`src/rtl/vga_timing_pkg.sv`:
```
// -----------------------------------------------------------------------------
// vga_timing_pkg
//
// Shared 640x480@60 VGA timing constants and receiver FSM encoding. The same
// constants parameterise the sincronizador (sync generator), so both ends of
// the link agree on the geometry by construction.
//
// Contents:
//   H_* / V_*          base timing, in pixels / lines
//   HS_START, HS_END   first pixel of hsync pulse / first pixel after it
//   VS_START, VS_END   first line of vsync pulse / first line after it
//   SYNC_POL           sync active level (0 = active-low)
//   rx_state_e         receiver acquisition state
//   sync_is_active()   polarity normalisation helper
// -----------------------------------------------------------------------------
package vga_timing_pkg;

    localparam int unsigned H_DISPLAY = 640;
    localparam int unsigned H_FP      = 16;
    localparam int unsigned H_SYNC    = 96;
    localparam int unsigned H_TOTAL   = 800;

    localparam int unsigned V_DISPLAY = 480;
    localparam int unsigned V_FP      = 10;
    localparam int unsigned V_SYNC    = 2;
    localparam int unsigned V_TOTAL   = 525;

    localparam int unsigned HS_START = H_DISPLAY + H_FP;
    localparam int unsigned HS_END   = HS_START + H_SYNC;
    localparam int unsigned VS_START = V_DISPLAY + V_FP;
    localparam int unsigned VS_END   = VS_START + V_SYNC;

    localparam logic SYNC_POL = 1'b0;

    localparam int unsigned COORD_W   = 10;
    localparam int unsigned ERR_CNT_W = 8;

    typedef enum logic [1:0] {
        SEARCH = 2'd0,
        HALIGN = 2'd1,
        VALIGN = 2'd2,
        LOCKED = 2'd3
    } rx_state_e;

    // True when the raw sync pin is at its asserted level.
    function automatic logic sync_is_active(input logic level, input logic pol);
        return level == pol;
    endfunction

endpackage

```
`src/rtl/sync_edge_detect.sv`:
```
// -----------------------------------------------------------------------------
// sync_edge_detect
//
// Normalises one sync input to active-high, keeps a pix_en-gated history flop
// and reports assert/release edges relative to the previous pixel sample.
//
// Ports:
//   clk       in   system clock
//   rst       in   synchronous active-high reset
//   pix_en    in   pixel-rate enable; history only advances when set
//   sync_raw  in   sync pin as driven by the source
//   act_edge  out  pulse: sync became active on this pixel
//   rel_edge  out  pulse: sync became inactive on this pixel
// -----------------------------------------------------------------------------
module sync_edge_detect #(
    parameter logic SYNC_POL = 1'b0
) (
    input  logic clk,
    input  logic rst,
    input  logic pix_en,
    input  logic sync_raw,
    output logic act_edge,
    output logic rel_edge
);
    import vga_timing_pkg::*;

    logic active;
    logic prev_q;

    assign active = sync_is_active(sync_raw, SYNC_POL);

    // History resets to "inactive" so a source idling inactive raises no edge.
    always_ff @(posedge clk) begin
        if (rst) begin
            prev_q <= 1'b0;
        end else if (pix_en) begin
            prev_q <= active;
        end
    end

    assign act_edge = pix_en & active & ~prev_q;
    assign rel_edge = pix_en & ~active & prev_q;

endmodule

```
`src/rtl/vga_sync_receiver.sv`:
```
// -----------------------------------------------------------------------------
// vga_sync_receiver
//
// Receiving end of a VGA sync link. Rebuilds pixel coordinates from hsync and
// vsync, acquires lock after one clean frame and flags any sync edge that
// lands away from its expected coordinate.
//
// Ports:
//   clk      in   system clock
//   rst      in   synchronous active-high reset
//   pix_en   in   pixel-rate enable (one clk per pixel)
//   hsync    in   horizontal sync from source
//   vsync    in   vertical sync from source
//   px       out  reconstructed horizontal position
//   py       out  reconstructed vertical position
//   vidon    out  visible-area flag, only while locked
//   locked   out  timing lock achieved
//   err      out  one-clk pulse on a timing violation while locked
//   err_cnt  out  saturating violation count
// -----------------------------------------------------------------------------
module vga_sync_receiver #(
    parameter int unsigned H_DISPLAY = vga_timing_pkg::H_DISPLAY,
    parameter int unsigned H_FP      = vga_timing_pkg::H_FP,
    parameter int unsigned H_SYNC    = vga_timing_pkg::H_SYNC,
    parameter int unsigned H_TOTAL   = vga_timing_pkg::H_TOTAL,
    parameter int unsigned V_DISPLAY = vga_timing_pkg::V_DISPLAY,
    parameter int unsigned V_FP      = vga_timing_pkg::V_FP,
    parameter int unsigned V_SYNC    = vga_timing_pkg::V_SYNC,
    parameter int unsigned V_TOTAL   = vga_timing_pkg::V_TOTAL,
    parameter logic        SYNC_POL  = vga_timing_pkg::SYNC_POL
) (
    input  logic       clk,
    input  logic       rst,
    input  logic       pix_en,
    input  logic       hsync,
    input  logic       vsync,
    output logic [9:0] px,
    output logic [9:0] py,
    output logic       vidon,
    output logic       locked,
    output logic       err,
    output logic [7:0] err_cnt
);
    import vga_timing_pkg::*;

    // Coordinates (in receiver terms) at which each sync edge is sampled once
    // aligned. Loads land on the first pixel of each pulse.
    localparam logic [COORD_W-1:0] H_LAST    = COORD_W'(H_TOTAL - 1);
    localparam logic [COORD_W-1:0] V_LAST    = COORD_W'(V_TOTAL - 1);
    localparam logic [COORD_W-1:0] HS_LOAD   = COORD_W'(H_DISPLAY + H_FP);
    localparam logic [COORD_W-1:0] VS_LOAD   = COORD_W'(V_DISPLAY + V_FP);
    localparam logic [COORD_W-1:0] HS_ACT_PX = COORD_W'(H_DISPLAY + H_FP - 1);
    localparam logic [COORD_W-1:0] HS_REL_PX = COORD_W'(H_DISPLAY + H_FP + H_SYNC - 1);
    localparam logic [COORD_W-1:0] VS_ACT_PY = COORD_W'(V_DISPLAY + V_FP - 1);
    localparam logic [COORD_W-1:0] VS_REL_PY = COORD_W'(V_DISPLAY + V_FP + V_SYNC - 1);
    localparam logic [COORD_W-1:0] H_VIS     = COORD_W'(H_DISPLAY);
    localparam logic [COORD_W-1:0] V_VIS     = COORD_W'(V_DISPLAY);

    logic h_act, h_rel, v_act, v_rel;

    rx_state_e              state_q, state_d;
    logic [COORD_W-1:0]     px_q, px_d;
    logic [COORD_W-1:0]     py_q, py_d;
    logic                   vidon_q, vidon_d;
    logic                   err_q, err_d;
    logic [ERR_CNT_W-1:0]   err_cnt_q, err_cnt_d;

    logic h_at_end;
    logic line_wrap;
    logic h_bad;
    logic v_bad;

    // ---------------------------------------------------------------------
    // Sync edge detection
    // ---------------------------------------------------------------------
    sync_edge_detect #(
        .SYNC_POL (SYNC_POL)
    ) u_hs_edge (
        .clk      (clk),
        .rst      (rst),
        .pix_en   (pix_en),
        .sync_raw (hsync),
        .act_edge (h_act),
        .rel_edge (h_rel)
    );

    sync_edge_detect #(
        .SYNC_POL (SYNC_POL)
    ) u_vs_edge (
        .clk      (clk),
        .rst      (rst),
        .pix_en   (pix_en),
        .sync_raw (vsync),
        .act_edge (v_act),
        .rel_edge (v_rel)
    );

    // ---------------------------------------------------------------------
    // Edge position checks against the current coordinates
    // ---------------------------------------------------------------------
    assign h_at_end = (px_q == H_LAST);

    // An hsync load takes priority over the natural wrap, so no wrap then.
    assign line_wrap = pix_en & ~h_act & h_at_end;

    assign h_bad = (h_act & (px_q != HS_ACT_PX)) |
                   (h_rel & (px_q != HS_REL_PX));

    // vsync edges belong on the line wrap; this also catches a vsync edge
    // coinciding with an hsync edge, since px is never at H_LAST then.
    assign v_bad = (v_act & ~(h_at_end & (py_q == VS_ACT_PY))) |
                   (v_rel & ~(h_at_end & (py_q == VS_REL_PY)));

    // ---------------------------------------------------------------------
    // Coordinate counters
    // ---------------------------------------------------------------------
    always_comb begin
        px_d = px_q;
        py_d = py_q;
        if (pix_en) begin
            if (h_act) begin
                px_d = HS_LOAD;
            end else if (h_at_end) begin
                px_d = '0;
            end else begin
                px_d = px_q + 1'b1;
            end

            if (v_act) begin
                py_d = VS_LOAD;
            end else if (line_wrap) begin
                py_d = (py_q == V_LAST) ? '0 : py_q + 1'b1;
            end
        end
    end

    // ---------------------------------------------------------------------
    // Acquisition FSM and violation reporting
    // ---------------------------------------------------------------------
    always_comb begin
        state_d   = state_q;
        err_d     = 1'b0;
        err_cnt_d = err_cnt_q;

        case (state_q)
            SEARCH: begin
                if (h_act) begin
                    state_d = HALIGN;
                end
            end
            HALIGN: begin
                // Vertical position is still unknown here, so only hsync is
                // checked; the first vsync assertion defines the frame.
                if (h_bad) begin
                    state_d = SEARCH;
                end else if (v_act) begin
                    state_d = VALIGN;
                end
            end
            VALIGN: begin
                if (h_bad || v_bad) begin
                    state_d = SEARCH;
                end else if (v_act) begin
                    state_d = LOCKED;
                end
            end
            LOCKED: begin
                if (h_bad || v_bad) begin
                    state_d = SEARCH;
                    err_d   = 1'b1;
                    if (err_cnt_q != '1) begin
                        err_cnt_d = err_cnt_q + 1'b1;
                    end
                end
            end
            default: begin
                state_d = SEARCH;
            end
        endcase

        // Built from next-state values so it lines up with px/py.
        vidon_d = (state_d == LOCKED) & (px_d < H_VIS) & (py_d < V_VIS);
    end

    // err is a single-clk pulse, so it is rewritten every clk rather than
    // held across pix_en gaps.
    always_ff @(posedge clk) begin
        if (rst) begin
            state_q   <= SEARCH;
            px_q      <= '0;
            py_q      <= '0;
            vidon_q   <= 1'b0;
            err_q     <= 1'b0;
            err_cnt_q <= '0;
        end else begin
            state_q   <= state_d;
            px_q      <= px_d;
            py_q      <= py_d;
            vidon_q   <= vidon_d;
            err_q     <= err_d;
            err_cnt_q <= err_cnt_d;
        end
    end

    assign px      = px_q;
    assign py      = py_q;
    assign vidon   = vidon_q;
    assign locked  = (state_q == LOCKED);
    assign err     = err_q;
    assign err_cnt = err_cnt_q;

endmodule

```
`config.mk`:
```
export PLATFORM = sky130hd
export DESIGN_NAME = vga_sync_receiver
export DESIGN_NICKNAME = d
export VERILOG_FILES = /design/src/rtl/vga_timing_pkg.sv /design/src/rtl/sync_edge_detect.sv /design/src/rtl/vga_sync_receiver.sv
export SDC_FILE = /design/constraint.sdc
export NUM_CORES = 1
export LEC_CHECK = 0
export CORE_UTILIZATION = 47
export CTS_CLUSTER_DIAMETER = 120
export DETAILED_ROUTE_END_ITERATION = 10
export PLACE_DENSITY = 0.75
export SYNTH_ARGS = -nofsm -noshare
export SYNTH_HDL_FRONTEND = slang
export SYNTH_HIERARCHICAL = 1
export SYNTH_SLANG_ARGS = --single-unit
```
`constraint.sdc`:
```
create_clock -name clk -period 2.2 [get_ports clk]
set_clock_uncertainty 0.05 [all_clocks]
set_input_delay 0.22 -clock clk [delete_from_list [all_inputs] [get_ports clk]]
set_output_delay 0.22 -clock clk [all_outputs]
set_load 0.1 [all_outputs]
```
==> results of run 1 <==
final timing paths:
kind / startpoint / endpoint / slack (ns) / cells past startpoint
worst min register to register: err_cnt[1]$_SDFFE_PP0P_ / err_cnt[1]$_SDFFE_PP0P_ / 0.44 / 2
worst min-delay path: err_cnt[1]$_SDFFE_PP0P_ / err_cnt[1]$_SDFFE_PP0P_ / 0.44 / 2
worst max register to register: px[6]$_SDFFE_PP0P_ / vidon$_SDFF_PP0_ / -0.03 / 7
worst max-delay path: px[6]$_SDFFE_PP0P_ / vidon$_SDFF_PP0_ / -0.03 / 7
final cells by class:
type | instances | area (um^2) | share of cell area
Clock buffer | 7 | 107.6 | 0.03580
Tap cell | 50 | 62.56 | 0.02082
Inverter | 10 | 37.54 | 0.01249
Clock inverter | 1 | 30.03 | 0.009992
Sequential cell | 34 | 753.2 | 0.2506
Multi-Input combinational cell | 191 | 1331 | 0.4430
Timing Repair Buffer | 88 | 683.2 | 0.2273
state kept, by name, summed over array words and instances, names as in the netlist:
name,cells
vidon,1
err,1
py,10
u_vs_edge/prev_q,1
state_q,2
u_hs_edge/prev_q,1
err_cnt,8
px,10
through the flow:
step                cell area (um^2)    TNS, ns  utilization  total power, mW
finish                          3005   -0.02763       0.7355            1.573
global route                    3005    -0.2505       0.7355            1.631
global placement                2788     -1.441       0.6822           0.8923
floorplan                       2132    -0.2195            -           0.8054
CTS                             2942  -0.001062       0.7198            1.580
detailed placement              2788     -2.595       0.6822           0.8950
routing by layer:
layer / global-route usage / part of all wire
met4: 0.1197 / 0.021
met5: 0 / 0
met3: 0.05068 / 0.057
met2: 0.4542 / 0.48
met1: 0.3500 / 0.45
power groups by stage:
stage | clock network [mW] | logic, mW | registers (mW)
2_1_floorplan | 0 | 0.0904 | 0.715
3_3_place_gp | 0 | 0.252 | 0.640
3_5_place_dp | 0 | 0.254 | 0.640
4_1_cts | 0.693 | 0.260 | 0.626
5_1_grt | 0.719 | 0.285 | 0.627
6_report | 0.679 | 0.269 | 0.625
logic make-up after synthesis:
kind of cell | Yosys count | share of synthesized area
compound gates | 61 | 0.1996
flops | 34 | 0.3352
buf+inv | 21 | 0.04867
xor+xnor | 1 | 0.004314
fa+ha+maj | 5 | 0.03081
simple gates | 120 | 0.3598
mux | 4 | 0.02156
synthesized netlist by cell type (2+ instances only):
master	instances	share of area
sky130_fd_sc_hd__or3_1	3	0.0092
sky130_fd_sc_hd__or4_1	5	0.018
sky130_fd_sc_hd__nand4_1	6	0.018
sky130_fd_sc_hd__nand3b_1	3	0.011
sky130_fd_sc_hd__and3_2	4	0.015
sky130_fd_sc_hd__and2_1	2	0.0062
sky130_fd_sc_hd__nand4b_1	2	0.0086
sky130_fd_sc_hd__nand2_1	13	0.024
sky130_fd_sc_hd__nand3_1	13	0.032
sky130_fd_sc_hd__a211oi_1	4	0.015
sky130_fd_sc_hd__mux2_2	3	0.017
sky130_fd_sc_hd__a31oi_1	6	0.018
sky130_fd_sc_hd__a311oi_1	4	0.017
sky130_fd_sc_hd__and4_1	2	0.0086
sky130_fd_sc_hd__a21o_1	2	0.0074
sky130_fd_sc_hd__nor2_1	25	0.046
sky130_fd_sc_hd__nor4b_1	4	0.017
sky130_fd_sc_hd__and3_1	5	0.015
sky130_fd_sc_hd__dfxtp_1	34	0.34
sky130_fd_sc_hd__o21ai_0	13	0.032
sky130_fd_sc_hd__nand2b_1	4	0.012
sky130_fd_sc_hd__o31ai_1	4	0.015
sky130_fd_sc_hd__clkbuf_1	8	0.015
sky130_fd_sc_hd__nor3_1	7	0.017
sky130_fd_sc_hd__ha_1	5	0.031
sky130_fd_sc_hd__a21oi_1	17	0.042
sky130_fd_sc_hd__nor2b_1	7	0.022
sky130_fd_sc_hd__inv_1	10	0.018
sky130_fd_sc_hd__nor3b_1	5	0.018
timing repair:
action | 4_1_cts | 5_1_grt
resized for setup | 5 | 9
endpoints found under the setup margin | 3 | 4
pin swaps | 7 | 7
setup buffers | 0 | 3
critical path: cells and delay by family (launching register included):
family                 cells  cell delay [ns]
flip-flops                 1             0.36
buffers and inverters      1             0.18
AO/OA/AOI/OAI              3             0.49
AND/OR/NAND/NOR            3             1.06
==> tab_implementation.tex, run 1 <==
\begin{tabular}{lr}
\hline
Metric & Value \\
\hline
\multicolumn{2}{l}{\textbf{Clock network}} \\
\quad Clock tree root buffer cell & sky130\_fd\_sc\_hd\_\_clkbuf\_8 \\
\quad Number of clock sinks & 34 \\
\quad Number of hold-repair buffers added at the cts stage & 0 \\
\quad TritonCTS clock tree & built \\
\quad Clock input transition at the sequential cells of the worst setup and hold paths & 0.08 ns \\
\quad Worst-Skew Late Latency & 0.29 ns \\
\quad Total CTS buffers & 5 \\
\quad Clock tree buffer depth & 2 \\
\quad H-Tree Level Count & 2 \\
\multicolumn{2}{l}{\textbf{Detailed routing}} \\
\quad DRC & 0 \\
\quad Overall routed net length & 5827 um \\
\quad Final ANT Viol Nets & 0 \\
\quad Via-per-instance ratio & 5.916 \\
\quad Total number of vias & 2254 \\
\quad Detailed router's first-iteration violation count & 125 \\
\quad Drt first pass iters & 4 \\
\quad Wire length per cell & 15.29 um \\
\multicolumn{2}{l}{\textbf{Cells and area}} \\
\quad Top library cells by usage in the layout, fill and taps aside & 83 x sky130\_fd\_sc\_hd\_\_buf\_4, 24 x sky130\_fd\_sc\_hd\_\_nor2\_1, 18 x sky130\_fd\_sc\_hd\_\_dfxtp\_4 \\
\quad Filler-free cell count of the finished design & between 300 and 400 \\
\quad Synth-to-layout area growth & 48.00\% \\
\quad Post-layout net count & 340 \\
\quad Count of fill cells added during filler insertion & about 350 \\
\quad Number of diodes & 0 \\
\quad Layout cells sized above 1 & 0.4290 \\
\quad Commonest non-fill, non-tap cell in the layout & sky130\_fd\_sc\_hd\_\_buf\_4 \\
\multicolumn{2}{l}{\textbf{Timing}} \\
\quad Highest attainable clock frequency & 0.4489 GHz \\
\quad Final hold viol count & 0 \\
\quad Post-route fraction of the period consumed by the critical path & 1.013 \\
\quad Tightest slew margin relative to the limit & 0.6606 \\
\quad Min Clock Period, post-route & 2.228 ns \\
\quad Actual slew at the worst max-slew pin & roughly 0.50 ns \\
\quad Worst setup margin & -0.02763 ns \\
\quad Worst hold margin & roughly 0.44 ns \\
\quad Final setup fails & 1 \\
\quad Unrepaired setup endpoints after global routing & yes \\
\quad Final-report max-slew violation count & 0 \\
\multicolumn{2}{l}{\textbf{Global routing}} \\
\quad Global-route wire length before repair & 9273 um \\
\quad Antenna violations before repair & 0 \\
\quad GR Overflow Total & 0 \\
\quad Maximum number of pins on one net before global-route repair & 39 \\
\quad GRT Util Overall & 0.2768 \\
\quad Vias in the first global route & 2015 \\
\multicolumn{2}{l}{\textbf{Logic synthesis}} \\
\quad Post-Synthesis Mean Instance Area & 8.255 um\^{}2 \\
\quad Predominant post-synthesis flop cell & sky130\_fd\_sc\_hd\_\_dfxtp\_1 \\
\quad Proportion of synthesized flip-flops having asynchronous set or reset & 0 \\
\quad Synthesized instance count & 246 \\
\quad Sequential element share of the synthesized area & 0.3352 \\
\quad Number of synthesized flops with an enable pin & 0 \\
\quad Count of state elements after synthesis & 34 \\
\quad Post-synth cell types & 55 \\
\quad Count of warnings emitted by yosys & 6 \\
\quad Net count of the mapped netlist & 256 \\
\quad Area of the mapped netlist & a little over 2000 um\^{}2 \\
\multicolumn{2}{l}{\textbf{Power and ir drop}} \\
\quad Internal power & between 1 and 1.5 mW \\
\quad Proportion of power drawn by flip-flops and latches & 0.398 \\
\quad Total net switching power & between 0.4 and 0.5 mW \\
\quad Combinational Power Share & 0.171 \\
\quad Static power due to leakage & 1.232 nW \\
\quad Worst IR drop on VDD & 0.0002915 V \\
\quad Clock network power share & 0.432 \\
\quad Power per cell area & 523.5 nW/um\^{}2 \\
\quad Switching portion of total power & 0.2696 \\
\multicolumn{2}{l}{\textbf{Worst setup path}} \\
\quad Required time worst endpoint & between 2 and 2.5 ns \\
\quad Critical path data arrival time & 2.38 ns \\
\quad Worst setup EP type & flop \\
\quad Critical path's largest stage delay & around 0.57 ns \\
\quad Critical path cell sequence & or4b\_4 > nor4\_4 > buf\_4 > a31oi\_2 > o31ai\_2 > nor2\_2 > a2111oi\_4 \\
\quad Critical Path Fanout Max & 4 \\
\quad Type of the worst setup path & flop to flop \\
\quad Master of the slowest instance on the critical path & sky130\_fd\_sc\_hd\_\_or4b\_4 \\
\quad Critical Path Source Type & flop \\
\multicolumn{2}{l}{\textbf{Floorplan}} \\
\quad Placement Rows & 23 \\
\quad Die span in y & 67.73 um \\
\quad Core area & 4086 um\^{}2 \\
\quad Overall die width & 67.73 um \\
\quad IO Pins & 36 \\
\quad Initial cell density of the core & 0.4969 \\
\quad Die ar. & 4587 um\^{}2 \\
\multicolumn{2}{l}{\textbf{Min path}} \\
\quad Tightest Hold Check Type & flop to flop \\
\multicolumn{2}{l}{\textbf{Placed design}} \\
\quad Sum of net half-perimeters after detailed placement & 4193 um \\
\quad Weighted congestion reported at the end of routability-driven placement & 0.9277 \\
\quad Post-Place Worst Slack & -0.3324 ns \\
\quad Number of buffer cells added on primary ports & 35 \\
\quad Placed Cells incl. Taps & 370 \\
\multicolumn{2}{l}{\textbf{Outcome}} \\
\quad Outcome & complete, but fails checks \\
\quad Violated checks & negative setup slack \\
\multicolumn{2}{l}{\textbf{Job}} \\
\quad Total of max-cap violations & 0 \\
\hline
\end{tabular}
(Power assumes the default switching activity.)
==> run 2, diff against run 1 <==
--- a/config.mk
+++ b/config.mk
@@ -5,10 +5,11 @@
 export SDC_FILE = /design/constraint.sdc
 export NUM_CORES = 1
 export LEC_CHECK = 0
-export CORE_UTILIZATION = 47
+export CORE_UTILIZATION = 49
+export CTS_BUF_LIST = sky130_fd_sc_hd__clkbuf_4
 export CTS_CLUSTER_DIAMETER = 120
 export DETAILED_ROUTE_END_ITERATION = 10
-export PLACE_DENSITY = 0.75
+export PLACE_DENSITY = 0.76
 export SYNTH_ARGS = -nofsm -noshare
 export SYNTH_HDL_FRONTEND = slang
 export SYNTH_HIERARCHICAL = 1
==> constraint.sdc (replaced) <==
create_clock -name clk -period 1.8 [get_ports clk]
set_clock_uncertainty 0.05 [all_clocks]
set_input_delay 0.18 -clock clk [delete_from_list [all_inputs] [get_ports clk]]
set_output_delay 0.18 -clock clk [all_outputs]
set_load 0.1 [all_outputs]
==> tab_implementation.tex, run 2 (synthesis results as in run 1) <==
\begin{tabular}{lr}
\hline
Metric & Value \\
\hline
\multicolumn{2}{l}{\textbf{Outcome}} \\
\quad Outcome & complete, but fails checks \\
\quad Violated checks & negative setup slack \\
\multicolumn{2}{l}{\textbf{Floorplan}} \\
\quad Die span in y & about 66 um \\
\quad Initial cell density of the core & 0.5077 \\
\quad Core area & 4000 um\^{}2 \\
\quad Placement Rows & 23 \\
\quad Die ar. & about 4400 um\^{}2 \\
\quad IO Pins & 36 \\
\quad Overall die width & 66.38 um \\
\multicolumn{2}{l}{\textbf{Worst setup path}} \\
\quad Required time worst endpoint & 2.01 ns \\
\quad Length in cells of the worst reg-to-reg path & 6 \\
\quad CP Depth & 6 \\
\quad Critical Path Fanout Max & 3 \\
\quad Start of the worst register-to-register path & py[8]\$\_SDFF\_PP0\_ \\
\quad Master of the slowest instance on the critical path & sky130\_fd\_sc\_hd\_\_or4\_4 \\
\quad Critical path's largest stage delay & 0.53 ns \\
\quad Worst setup path startpoint & py[8]\$\_SDFF\_PP0\_ \\
\quad Crit path buffers/inverters & 0 \\
\quad CP delay by family, top & simple AND/OR/NAND/NOR gates \\
\quad Worst setup EP type & flop \\
\quad Register-to-Register Setup Slack & -0.50 ns \\
\quad Critical Path Source Type & flop \\
\quad Critical path data arrival time & around 2.5 ns \\
\quad Type of the worst setup path & flop to flop \\
\quad Critical path cell sequence & or3\_4 > or4\_4 > a41o\_1 > a21oi\_2 > nor2\_1 > a2111oi\_2 \\
\multicolumn{2}{l}{\textbf{Detailed routing}} \\
\quad Final ANT Viol Nets & 0 \\
\quad Wire length per cell & 22.33 um \\
\quad Detailed router's first-iteration violation count & 315 \\
\quad Overall routed net length & about 9300 um \\
\quad DRC & 0 \\
\quad Total number of vias & 2818 \\
\quad Via-per-instance ratio & 6.774 \\
\quad Drt first pass iters & 7 \\
\multicolumn{2}{l}{\textbf{Clock network}} \\
\quad Total CTS buffers & 5 \\
\quad Worst-Skew Late Latency & 0.35 ns \\
\quad Clock tree buffer depth & 2 \\
\quad Clock input transition at the sequential cells of the worst setup and hold paths & 0.11 ns \\
\quad TritonCTS clock tree & built \\
\quad Number of clock sinks & 34 \\
\quad H-Tree Level Count & 2 \\
\quad Clock tree root buffer cell & sky130\_fd\_sc\_hd\_\_clkbuf\_4 \\
\multicolumn{2}{l}{\textbf{Min path}} \\
\quad Launch instance of the worst min-delay path & hsync \\
\quad Depth of the worst hold-timing path & 2 \\
\quad Tightest Hold Check Type & primary input to flop \\
\multicolumn{2}{l}{\textbf{Timing}} \\
\quad Final setup fails & 27 \\
\quad Highest attainable clock frequency & 0.4339 GHz \\
\quad Actual slew at the worst max-slew pin & about 0.53 ns \\
\quad Min Clock Period, post-route & around 2.3 ns \\
\quad Final-report max-slew violation count & 0 \\
\quad Unrepaired setup endpoints after global routing & yes \\
\quad Worst hold margin & $\sim$0.12 ns \\
\quad Final hold viol count & 0 \\
\quad Setup TNS & -6.770 ns \\
\quad Tightest slew margin relative to the limit & 0.6406 \\
\quad Post-route fraction of the period consumed by the critical path & 1.280 \\
\quad Worst setup margin & -0.5046 ns \\
\multicolumn{2}{l}{\textbf{Cells and area}} \\
\quad Top library cells by usage in the layout, fill and taps aside & 88 x sky130\_fd\_sc\_hd\_\_buf\_4, 23 x sky130\_fd\_sc\_hd\_\_nor2\_1, 23 x sky130\_fd\_sc\_hd\_\_buf\_6 \\
\quad Number of diodes & 0 \\
\quad Commonest non-fill, non-tap cell in the layout & sky130\_fd\_sc\_hd\_\_buf\_4 \\
\quad Synth-to-layout area growth & 78.50\% \\
\quad Post-layout net count & roughly 380 \\
\quad Layout cells sized above 1 & 0.5929 \\
\quad Finished Core Util & 0.9062 \\
\multicolumn{2}{l}{\textbf{Power and ir drop}} \\
\quad Worst IR drop on VDD & 0.0004364 V \\
\quad Power per cell area & 459.2 nW/um\^{}2 \\
\quad Static power due to leakage & 1.491 nW \\
\quad Post-route total power & about 1.7 mW \\
\multicolumn{2}{l}{\textbf{Placed design}} \\
\quad Sum of net half-perimeters after detailed placement & 4531 um \\
\quad Number of buffer cells added on primary ports & 35 \\
\quad Weighted congestion reported at the end of routability-driven placement & 0.9306 \\
\multicolumn{2}{l}{\textbf{Global routing}} \\
\quad GRT Util Overall & 0.3124 \\
\quad Global-route wire length before repair & 10430 um \\
\quad Vias in the first global route & about 2300 \\
\quad GR Overflow Total & 0 \\
\quad Maximum number of pins on one net before global-route repair & 39 \\
\quad Antenna violations before repair & 0 \\
\multicolumn{2}{l}{\textbf{Job}} \\
\quad Total of max-cap violations & 0 \\
\hline
\end{tabular}
run 2: final cells by class:
cell class	count	area, um^2
tap	50	62.56
timing repair buffer	123	1125
inverter	10	37.54
clock inverter	2	8.758
sequential	34	752.0
fill	156	375.4
multi-input combinational	191	1594
clock buffer	6	45.04
run 2: worst register-to-register path: cells and delay by family (launching register included):
kind / cells / cell delay (ns)
compound gates: 3 / 0.82
simple gates: 3 / 0.99
flops: 1 / 0.36
run 2: stage by stage:
step,std cells,instance area [um^2],setup WS [ns]
finish,416,3625,-0.5046
global route,416,3625,-0.6112
CTS,405,3297,-0.4155
detailed placement,390,3029,-0.6748
global placement,390,3029,-0.6096
floorplan,246,2136,-0.4925
run 2: timing repair:
item,4_1_cts,5_1_grt
pin swaps,17,28
endpoints found under the setup margin,25,26
resized for setup,37,61
hold buffers,0,0
setup buffers,8,16
run 2: where the power goes:
part           switching [mW]  internal [mW]  total [mW]
Combinational           0.266          0.191       0.457
Clock                   0.277          0.162       0.439
Sequential             0.0172          0.751       0.769
Total                   0.560           1.10        1.66
run 2: final timing paths:
path | endpoint
setup / recovery | vidon$_SDFF_PP0_
hold / removal | u_hs_edge/prev_q$_SDFFE_PP0P_
setup reg to reg | vidon$_SDFF_PP0_
hold reg to reg | u_vs_edge/prev_q$_SDFFE_PP0P_
run 2: metal layers:
layer,up-vias,part of all wire,track usage
li1,1167,-,-
met1,1347,0.36,0.3711
met2,221,0.48,0.5395
met3,83,0.088,0.07586
met4,0,0.065,0.1144
met5,-,0,0
==> patch: new RTL, flow settings as in run 2 <==
`SYNC_POL` is set to 1'b0 in 2 places; all go to 1'b1.
--- a/src/rtl/vga_timing_pkg.sv
+++ b/src/rtl/vga_timing_pkg.sv
@@ -32,3 +32,3 @@
 
-    localparam logic SYNC_POL = 1'b0;
+    localparam logic SYNC_POL = 1'b1;
 
--- a/src/rtl/sync_edge_detect.sv
+++ b/src/rtl/sync_edge_detect.sv
@@ -15,3 +15,3 @@
 module sync_edge_detect #(
-    parameter logic SYNC_POL = 1'b0
+    parameter logic SYNC_POL = 1'b1
 ) (
Behaviour: not the same (Yosys sat finds a counterexample within 4 cycles, from zero or initial values and one cycle with rst high).
==> patch against run 2 <==
  * The flow still finishes with violations (setup timing)
  * Die area increased by 0.60%
  * Sequential cell count unchanged
  * Sequential power about the same
  * Fmax decreased by 8.6%
  * Synthesized cell count increased by 0.81%
  * Final area increased by 1.1%
  * Area after synthesis increased by 0.62%
  * Worst setup slack got worse by 0.22 ns
  * Non-clock buffer count decreased by 2
  * Final cell count increased by 0.24%
  * Wire length increased by 12%
  * Power increased by 8.8%
  * Critical path depth increased by 2
  * Largest cell class unchanged
  * Largest power group unchanged
  * Highest routed layer unchanged
==> patch: results (changes against run 2) <==
status - finished, violations left
failing checks - setup timing
sequential cell area fraction in the yosys report - 33.3% (-0.21 points)
Nets - 376 (+0.27%)
Non-clock buffers - 121 (-1.6%)
WL/cell - 25.1 um (+12%)
DR iter-0 viols - 435 (+38%)
layout cell share with drive strength beyond 1 - 58.6% (-0.71 points)
Slowest cell on crit path - nor4b_1
non-clk buf share - 29.1% (-1.9 points)
Leak - 1.49 nW (about the same)
switching share of power - 33.5% (-0.12 points)
Synth cell types - 57 (+3.6%)
CP Launch Type - register
final-layout clock-cell area share - 2.12% (+0.63 points)
vias in the first global route - 2596 (+15%)
first-pass GRT wire length - 13100 um (+26%)
multiplexer share of the synthesized area - 2.14% (-0.013 points)
actual slew at the worst max-slew pin - 0.505 ns (-0.0267 ns)
sequential share of cell area - 20.6% (-0.16 points)
Initial Util - 51.1% (+0.31 points)
Hold EP - px[3]$_SDFFE_PP0P_
Multi-input gate area - 1670 sq um (+4.6%)
worst r2r path cells - 8 (+2)
Hold Startpoint - pix_en
Total Routing Usage GR - 40.3% (+9.1 points)
Adder-Cell Fraction of Synth Area - 3.06% (-0.019 points)
Area contributors post-synth - dfxtp_1 33%, nor2_1 4.6%, a21oi_1 4.2%
H-tree levels - 2 (unchanged)
ys async rst share - 0% (unchanged)
crit-path max FO - 6 (+3)
num sequential - 34 (unchanged)
worst hold stages - 2 (unchanged)
hpwl dp - 4580 um (+1.0%)
clock slew at reported path FFs - 0.13 ns (+0.02 ns)
WHS - 0.235 ns (+0.117 ns)
clk_lat worst skew - 0.37 ns (+0.02 ns)
r2r startpoint - px[5]$_SDFFE_PP0P_
fmax - 0.397 GHz (-8.6%)
Synth Area in Compound Gates - 20.0% (about the same)
post-DR vias/cell - 7.06 (+4.1%)
CP delay by family, top - compound AO/OA/AOI/OAI gates
GPL Wtd Cong - 0.997 (+7.2%)
clk buf depth - 2 (unchanged)
Final WS setup - -0.722 ns (-0.217 ns)
final setup violation count - 28 (+3.7%)
port bufs - 35 (unchanged)
Peak VDD IR - 0.469 mV (+7.5%)
xor/xnor share of the synthesized area - 0.429% (-0.0026 points)
comb_multi_in - 194 (+1.6%)
initial antenna violation count - 0 (unchanged)
drt pass-1 iters - 7 (unchanged)
Hold Crit Class - primary input to register
Filler Cells Inserted - 154 (-1.3%)
Synth Net Count - 258 (+0.78%)
slowest cell delay on critical path - 0.50 ns (-0.03 ns)
Synth top cells by count - 34 x dfxtp_1, 25 x nor2_1, 17 x a21oi_1
Synth Flop Type - dfxtp_1
patch: cell types whose count changed after synthesis:
cell,delta
nor3b_1,-2
a21oi_2,+2
and3b_2,+2
and3_2,-2
a211oi_1,-2
nand2_1,+2
nand2b_1,+2
patch: metrics by stage:
step                      utilization [%]  setup slack, ns  TNS, ns  instances  instance area [sq um]
after CTS                            87.6           -0.418    -3.85        415                   3500
after global routing                 91.6           -0.825    -7.97        417                   3660
final                                91.6           -0.722    -6.83        417                   3660
after floorplan                         -           -0.492    -6.26        248                   2150
after detailed placement             77.0           -0.657   -11.63        397                   3080
after global placement               77.0           -0.647    -9.96        397                   3080
patch: timing repair:
item                                    CTS  global route
resized for setup                        60            28
endpoints found under the setup margin   25            29
pin swaps                                23            19
buffers inserted                         10             3
cloned                                    1             0
hold buffers                              0             0
endpoints found under the hold margin     0             0
patch: power groups by stage:
stage                     Sequential, W  Combinational [W]  Clock, W
after floorplan                0.000876           0.000112         0
after global placement         0.000782           0.000331         0
after detailed placement       0.000783           0.000337         0
after CTS                      0.000765           0.000384  0.000578
after global routing           0.000771           0.000448  0.000621
final                          0.000770           0.000435  0.000605
patch: worst reg2reg max path, delay by kind of cell, from the launching register on:
kind / cells / cell delay [ns]
flip-flops: 1 / 0.39
AO/OA/AOI/OAI: 5 / 1.18
AND/OR/NAND/NOR: 1 / 0.50
buffers and inverters: 2 / 0.33
patch: cells by family after synthesis:
kind of cell | Yosys count
xor+xnor | 1
buf+inv | 21
simple gates | 122
fa+ha+maj | 5
compound gates | 61
mux | 4
flops | 34
patch: metal layers:
metal,vias up,part of all wire (%),global-route usage [%]
li1,1173,-,-
met1,1371,36,47.2
met2,301,47,69.6
met3,97,10,7.71
met4,0,6.5,19.4
met5,-,0,0
